<file path="src/rtl/ads8528_emu_pkg.sv">
// Shared types and constants for the ADS8528 parallel-mode responder model.
package ads8528_emu_pkg;

  typedef enum logic {IDLE = 1'b0, CONVERTING = 1'b1} state_t;

  localparam int NUM_CH   = 8;
  localparam int SAMPLE_W = 16;
  localparam int FRAME_W  = 13;

  localparam int ERR_CS_MISMATCH = 0;
  localparam int ERR_CS_BUSY     = 1;
  localparam int ERR_RD_BUSY     = 2;
  localparam int ERR_RD_OVERRUN  = 3;

  localparam logic [15:0] CFG_HI = 16'h8054;
  localparam logic [15:0] CFG_LO = 16'h43FF;

  // Sample word: channel number in the top bits, frame count below.
  function automatic logic [SAMPLE_W-1:0] make_sample(input logic [2:0] ch,
                                                      input logic [FRAME_W-1:0] frame);
    return {ch, frame};
  endfunction

endpackage

</file>
<file path="src/rtl/ads8528_emu_proto_check.sv">
// Sticky protocol-violation flags for the ADS8528 responder.
module ads8528_emu_proto_check
  import ads8528_emu_pkg::*;
(
  input  logic       clk,
  input  logic       sreset,
  input  logic       active,
  input  logic [3:0] conv_start,
  input  logic       cs_rise,
  input  logic       converting,
  input  logic       busy,
  input  logic       read_fall,
  input  logic       done,
  output logic [3:0] proto_err
);

  logic [3:0] rd_since;

  // Flag capture plus a saturating count of reads since the last completed frame.
  always_ff @(posedge clk) begin
    if (sreset) begin
      proto_err <= 4'h0;
      rd_since  <= 4'h0;
    end else begin
      if (active && !((&conv_start) || (~|conv_start))) proto_err[ERR_CS_MISMATCH] <= 1'b1;
      if (cs_rise && converting)                        proto_err[ERR_CS_BUSY]     <= 1'b1;
      if (read_fall && busy)                            proto_err[ERR_RD_BUSY]     <= 1'b1;
      if (read_fall && (rd_since == 4'd8))              proto_err[ERR_RD_OVERRUN]  <= 1'b1;
      if (done)
        rd_since <= 4'h0;
      else if (read_fall && (rd_since != 4'd9))
        rd_since <= rd_since + 4'd1;
    end
  end

endmodule

</file>
<file path="src/rtl/ads8528_emulator.sv">
// ADS8528 parallel-mode responder: config capture, timed conversions, sequential reads.
// Define ADS_EMU_PROTO_CHECK_EN to build the sticky protocol-error checker.
module ads8528_emulator
  import ads8528_emu_pkg::*;
#(
  parameter int CONV_CYCLES = 12
) (
  input  logic        clk,
  input  logic        sreset,
  input  logic        chipselect_n,
  input  logic        write_n,
  input  logic        read_n,
  input  logic        software_mode,
  input  logic        serial_mode,
  input  logic        standby_n,
  input  logic        conv_start_a,
  input  logic        conv_start_b,
  input  logic        conv_start_c,
  input  logic        conv_start_d,
  input  logic [15:0] data_in,
  output logic [15:0] data_out,
  output logic        data_oe,
  output logic        busy,
  output logic [31:0] cfg_reg,
  output logic        cfg_valid,
  output logic [3:0]  proto_err
);

  localparam logic [7:0] CNT_LOAD = 8'(CONV_CYCLES - 1);

  logic active, cs_any;
  logic write_q, read_q, cs_q;
  logic write_rise, read_rise, cs_rise;
  state_t state, next_state;
  logic [7:0] cnt, next_cnt;
  logic done;
  logic wr_half;
  logic [2:0] rd_ptr;
  logic [FRAME_W-1:0] frame_cnt;
  logic [SAMPLE_W-1:0] sample [NUM_CH];

  assign active     = software_mode & ~serial_mode & standby_n;
  assign cs_any     = conv_start_a | conv_start_b | conv_start_c | conv_start_d;
  assign write_rise = write_n & ~write_q;
  assign read_rise  = read_n & ~read_q;
  assign cs_rise    = cs_any & ~cs_q;

  // Edge-detect history; keeps tracking through reset so no false edge follows it.
  always_ff @(posedge clk) begin
    write_q <= write_n;
    read_q  <= read_n;
    cs_q    <= cs_any;
  end

  // Conversion sequencing; completion happens in the cycle the counter is zero.
  always_comb begin
    next_state = state;
    next_cnt   = cnt;
    done       = 1'b0;
    case (state)
      IDLE: begin
        if (cs_rise && active) begin
          next_state = CONVERTING;
          next_cnt   = CNT_LOAD;
        end else begin
          next_state = IDLE;
        end
      end
      CONVERTING: begin
        if (cnt == 8'd0) begin
          done       = 1'b1;
          next_state = IDLE;
        end else begin
          next_cnt = cnt - 8'd1;
        end
      end
      default: next_state = IDLE;
    endcase
  end

  // FSM state, down-counter and busy output.
  always_ff @(posedge clk) begin
    if (sreset) begin
      state <= IDLE;
      cnt   <= 8'd0;
      busy  <= 1'b0;
    end else begin
      state <= next_state;
      cnt   <= next_cnt;
      busy  <= (next_state == CONVERTING);
    end
  end

  // Two-half config register capture on write strobe release.
  always_ff @(posedge clk) begin
    if (sreset) begin
      cfg_reg   <= 32'h0;
      cfg_valid <= 1'b0;
      wr_half   <= 1'b0;
    end else begin
      cfg_valid <= 1'b0;
      if (write_rise && !chipselect_n && active) begin
        if (wr_half) begin
          cfg_reg[15:0] <= data_in;
          cfg_valid     <= 1'b1;
        end else begin
          cfg_reg[31:16] <= data_in;
        end
        wr_half <= ~wr_half;
      end
    end
  end

  // Sample bank refresh on completion; completion overrides a coincident read advance.
  always_ff @(posedge clk) begin
    if (sreset) begin
      frame_cnt <= '0;
      rd_ptr    <= 3'd0;
      for (int k = 0; k < NUM_CH; k++) sample[k] <= 16'h0000;
    end else if (done) begin
      for (int k = 0; k < NUM_CH; k++) sample[k] <= make_sample(3'(k), frame_cnt);
      frame_cnt <= frame_cnt + 13'd1;
      rd_ptr    <= 3'd0;
    end else if (read_rise) begin
      rd_ptr <= rd_ptr + 3'd1;
    end
  end

  assign data_oe  = ~chipselect_n & ~read_n & active;
  assign data_out = data_oe ? sample[rd_ptr] : 16'h0000;

`ifdef ADS_EMU_PROTO_CHECK_EN
  logic read_fall;
  assign read_fall = ~read_n & read_q;

  ads8528_emu_proto_check u_proto_check (
    .clk        (clk),
    .sreset     (sreset),
    .active     (active),
    .conv_start ({conv_start_d, conv_start_c, conv_start_b, conv_start_a}),
    .cs_rise    (cs_rise),
    .converting (state == CONVERTING),
    .busy       (busy),
    .read_fall  (read_fall),
    .done       (done),
    .proto_err  (proto_err)
  );
`else
  assign proto_err = 4'h0;
`endif

endmodule

</file>
<file path="config.mk">
export PLATFORM = sky130hd
export DESIGN_NAME = ads8528_emulator
export DESIGN_NICKNAME = d
export VERILOG_FILES = /design/src/rtl/ads8528_emu_pkg.sv /design/src/rtl/ads8528_emu_proto_check.sv /design/src/rtl/ads8528_emulator.sv
export SDC_FILE = /design/constraint.sdc
export NUM_CORES = 1
export LEC_CHECK = 0
export CORE_ASPECT_RATIO = 0.7
export CORE_MARGIN = 1.5
export CORE_UTILIZATION = 53
export DETAILED_ROUTE_END_ITERATION = 12
export MAX_ROUTING_LAYER = met4
export PLACE_DENSITY = 0.88
export SYNTH_ARGS = -nofsm -noshare
export SYNTH_HDL_FRONTEND = slang
export SYNTH_SLANG_ARGS = --single-unit
export TNS_END_PERCENT = 10
</file>
<file path="constraint.sdc">
create_clock -name clk -period 3.5 [get_ports clk]
set_clock_uncertainty 0.05 [all_clocks]
set_input_delay 0.525 -clock clk [delete_from_list [all_inputs] [get_ports clk]]
set_output_delay 0.525 -clock clk [all_outputs]
set_load 0.005 [all_outputs]
</file>
## Yosys cells after proc, flatten, opt, wreduce, memory -nomap -nowiden

Memory sizes are Yosys's and may differ from the RTL's. A register that Yosys moved wholly into a read port is not among the register bits.
Cells that the tools add are included.

| cells by class | value |
|---|---|
| add/subtract/negate cells | 3 |
| eq/ne operators | 2 |
| multiplexer cells | 25 |
| bitwise operators | 27 |
| reductions and logical operators | 10 |

Operators by type and width:

| cell | count |
|---|---|
| 2-to-1 mux 16 bit | 9 |
| 2-to-1 mux 8 bit | 2 |
| one-hot mux 8 bit (2 select lines) | 1 |
| adder 13 x 1 -> 13 bit, second input constant | 1 |
| bitwise OR 1 bit | 11 |
| 2-to-1 mux 1 bit | 10 |
| inverter 1 bit | 9 |
| logical NOT 8 bit | 1 |
| subtractor 8 x 1 -> 8 bit, second input constant | 1 |
| AND 1 bit | 7 |
| 2-to-1 mux 3 bit | 2 |
| AND reduction 2 bit | 3 |
| inequality test 2 bit, second input constant | 2 |
| OR reduction 2 bit | 2 |
| adder 3 x 1 -> 3 bit, second input constant | 1 |
| logical AND 1 bit | 3 |
| one-hot mux 1 bit (2 select lines) | 1 |
| logical NOT 1 bit | 1 |

| word-level totals | value |
|---|---|
| register bits after elaboration | 62 |
| memory bits (writable) | 128 |
| input port bits | 28 |
| output and inout bits | 55 |
| logic and storage cells | 79 |
| memories kept | 1 |

Memories:

| name | depth | bits a word | read ports | clocked after Yosys merged registers in | write ports | line | RTL |
|---|---|---|---|---|---|---|---|
| sample | 8 | 16 | 1 | 1 | 8 | ads8528_emulator.sv:40 | `logic [SAMPLE_W-1:0] sample [NUM_CH];` |

## Longest topological paths before layout

Gate-level depths: netlist of the first run.

| logic depth | value |
|---|---|
| depth in word-level cells | 7 |
| depth in mapped cells | 7 |
| mapped depth without buffers | 6 |

## Worst setup path before layout of the first run

OpenSTA, ideal clock, no wires.

| timing path | value |
|---|---|
| path type | register to register |
| start point | register cnt[0] |
| end point | memory sample[3][0] (enable) |
| setup time | 403 ps |
| arrival | 2079 ps |
| data required time | 3047 ps |
| path slack | 968 ps |
| cell stages (with the launch flop) | 6 |
| path buffers | 0 |
| clock period less this slack | 2532 ps |
| cells stage by stage | dfxtp_1 inv_1 ha_1 nor4b_4 nand2_1 nand2_1 |

RTL lines:

| what | line | RTL |
|---|---|---|
| start: declaration | ads8528_emulator.sv:35 | `logic [7:0] cnt, next_cnt;` |
| start signal: assignment | ads8528_emulator.sv:89 | `cnt <= next_cnt;` |
| end: declaration | ads8528_emulator.sv:40 |  |

==> impl_metrics.tcl, run 1 <==
set metrics [dict create \
    clock_sinks 107 \
    timing.setup.tns_ns 0 \
    detail_route.first_pass.iterations 4 \
    fp.dieArea_mm2 0.00973 \
    critPathCapture "data_out[2]" \
    cts.repair_timing.setup_buffer_count 0 \
    mappedNetlistArea_mm2 0.00484 \
    finish.cell_count_without_fillers 651 \
    hold_path.class "flip-flop to flip-flop" \
    antenna_found_initial 0 \
    worstPathCellList "or2_2 -> nor2_1 -> a211o_1 -> a21oi_1 -> clkdlybuf4s50_1" \
    final_antenna_net_count 0 \
    post_cts_resized 0 \
    reg2reg_setup_slack_ns 1.13 \
    total_overflow_reported_by_the_global_router 0 \
    peakVddDrop_mv 0.389 \
    die-height_um 83.0 \
    max_cap_viol_count 0 \
    slew_viol_final 0 \
    layout_min_cycle_time_ns 3.07 \
    layout.cells.most_common "sky130_fd_sc_hd__clkdlybuf4s50_1" \
    port_buffers 78 \
    cts.path.max_buffers 2 \
    cts_tree "done" \
    areaGrowthSynthToFinish_pct 23.9 \
    post-route-period-util 0.877 \
    drive_above_1_share 0.0942 \
    worstSetupPathDepth 5 \
    worst_pin_slew_ns 1.01 \
    clkTransAtPathRegs_ns 0.07 \
    r2r_start "cnt[0]" \
    grt.total_usage 0.232 \
    postCtsHoldBufs 0 \
    path_buf_inv 1 \
    placed_cells_incl_taps 635 \
    leading_cell_types_in_the_layout_fill_and_taps_excluded "sky130_fd_sc_hd__clkdlybuf4s50_1, sky130_fd_sc_hd__dfxtp_1, sky130_fd_sc_hd__nor2_1" \
    top_cell_family_by_delay_on_the_critical_path "flip-flops" \
    fmax_mhz 326 \
    critical_path_class "flip-flop to output pin" \
    hold_viol 0 \
    detailedPlace.worstSlack_ns 0.408 \
    synth_cell_types 52 \
    worstSetupStartpointType "flip-flop" \
    fin_ws_ns 0.431 \
    num-nets-final 558 \
    synth_async_sr_flop_share 0 \
    finalWeightedCongestion 0.827 \
    wl_mm 10.5 \
    synth_sequential_area_ratio 0.527 \
    p_leak_uw 0.00217 \
    htree_num_levels 3 \
    reg2regPathDepth 6 \
    largest_reg_flops 42 \
    dr.first_iter.drc_count 186 \
    drt_drc_violations_left 0 \
    cts_buffers 9 \
    cts_root_buf "sky130_fd_sc_hd__clkbuf_16" \
    r2r_path_end "sample[4][12]" \
    power_uw 2500 \
    maximum_fanout_along_the_worst_path 15 \
    num_io_pins 83 \
    dpl.hpwl_mm 7.31 \
    ys.flop_type "sky130_fd_sc_hd__dfxtp_1" \
    grt_max_degree 46 \
    antenna_cells 0 \
    number_of_flops_mapped_to_enable_cells_by_yosys 41 \
    viasPerCell 5.55 \
    run_status "completed" \
    width_of_the_die_um 117 \
    endpoint_kind "output pin" \
    routed-via-count 3614 \
    critical_path_required_time_ns 2.92 \
    via_count_of_the_first_global_routing_pass 3511 \
    floorplan.initialDensity 0.560 \
    grt_setup_unrepaired "false" \
    worstPathArrival_ns 2.49 \
    route.detailed.wl_per_inst_um 16.2 \
    clk_latency_ns 0.34 \
    syn-instance-count 455 \
    rows 28 \
    postSynthRegisterBits 107 \
    setup-violations-final 0 \
    grt_pass1_wl_mm 17.1 \
    crit_slowest_cell "sky130_fd_sc_hd__dfxtp_1" \
    timing.slew.headroom 0.327 \
    synth.avg_cell_area_um2 10.6 \
    timing.critical_path.slowest_cell_delay_ns 0.70 \
    core_area_mm2 0.00865 \
    yosys_warnings 0 \
    layout.core_utilization 0.694 \
    p_per_area_mw_per_mm2 417 \
]
==> area by class of cell <==
cell class | instances | area [um2]
flip-flops and latches | 107 | 2550
multi-input cells | 318 | 2150
clock inverters | 6 | 73.8
repair buffers | 85 | 828
inverters | 5 | 18.8
clock buffers | 10 | 229
fillers | 650 | 2650
well taps | 120 | 150
==> through the flow <==
step | instance area, um2 | hold WS, ns
after CTS | 6000 | 0.433
final | 6000 | 0.431
after detailed placement | 5700 | 0.419
after floorplan | 4860 | 0.418
after global routing | 6000 | 0.460
after global placement | 5700 | 0.411
==> Yosys cell counts, types with 3 or more instances <==
master	n	area, um2
sky130_fd_sc_hd__buf_2	5	25.0
sky130_fd_sc_hd__clkbuf_1	15	56.3
sky130_fd_sc_hd__dfxtp_1	66	1320
sky130_fd_sc_hd__nand2_1	28	105
sky130_fd_sc_hd__nor2b_1	15	93.8
sky130_fd_sc_hd__a21oi_1	21	105
sky130_fd_sc_hd__or3_1	6	37.5
sky130_fd_sc_hd__and3_1	9	56.3
sky130_fd_sc_hd__mux2_2	16	180
sky130_fd_sc_hd__a22o_1	16	140
sky130_fd_sc_hd__nor3_1	8	40.0
sky130_fd_sc_hd__and2_1	23	144
sky130_fd_sc_hd__o21ai_0	24	120
sky130_fd_sc_hd__or4_1	3	22.5
sky130_fd_sc_hd__a211o_1	13	114
sky130_fd_sc_hd__and4_1	3	26.3
sky130_fd_sc_hd__buf_4	4	30.0
sky130_fd_sc_hd__ha_1	4	50.1
sky130_fd_sc_hd__inv_1	5	18.8
sky130_fd_sc_hd__xnor2_1	6	52.6
sky130_fd_sc_hd__nand3_1	6	30.0
sky130_fd_sc_hd__mux2i_1	32	320
sky130_fd_sc_hd__nor2_1	50	188
sky130_fd_sc_hd__edfxtp_1	41	1230
sky130_fd_sc_hd__nand2b_1	3	18.8
==> worst min path at each step <==
stage	start	to	slack, ns	depth (start not counted)
CTS	cfg_reg[10]	cfg_reg[10]	0.43	1
finish	cfg_reg[3]	cfg_reg[3]	0.43	1
global route	cfg_reg[10]	cfg_reg[10]	0.46	1
detailed placement	cfg_reg[6]	cfg_reg[6]	0.42	1
floorplan	cnt[0]	cnt[0]	0.42	2
global placement	cfg_reg[5]	cfg_reg[5]	0.41	1
==> layer usage <==
metal,vias up,GRT usage,wire length (um)
met4,0,0.0624,119
met5,-,-,0
met2,124,0.343,4650
li1,1779,-,-
met1,1700,0.317,4960
met3,11,0.0591,802
==> power breakdown <==
| part | internal, uW | leakage (uW) | total, uW | switching, uW |
|---|---|---|---|---|
| sequential | 1310 | 0.000956 | 1340 | 22.9 |
| combinational | 76.0 | 0.00108 | 154 | 78.0 |
| clock | 562 | 0.000141 | 1010 | 448 |
==> cell families after synthesis <==
logic type / Yosys count / share of synthesized area
compound gates: 84 / 0.115
xor+xnor: 8 / 0.0145
fa+ha+maj: 4 / 0.0103
buf+inv: 33 / 0.0318
flops: 107 / 0.527
mux: 48 / 0.103
other cells: 1 / 0.000774
simple gates: 170 / 0.198
No activity file was read; power rests on OpenSTA's default activity.
==> run 2: changes to the inputs <==
--- a/config.mk
+++ b/config.mk
@@ -5,10 +5,12 @@
 export SDC_FILE = /design/constraint.sdc
 export NUM_CORES = 1
 export LEC_CHECK = 0
+export CAP_MARGIN = 20
 export CORE_ASPECT_RATIO = 0.7
 export CORE_MARGIN = 1.5
 export CORE_UTILIZATION = 53
 export DETAILED_ROUTE_END_ITERATION = 12
+export GPL_ROUTABILITY_DRIVEN = 0
 export MAX_ROUTING_LAYER = met4
 export PLACE_DENSITY = 0.88
 export SYNTH_ARGS = -nofsm -noshare
==> results of run 2 <==
The final DEF is identical to that of run 1; final timing and power are the same.
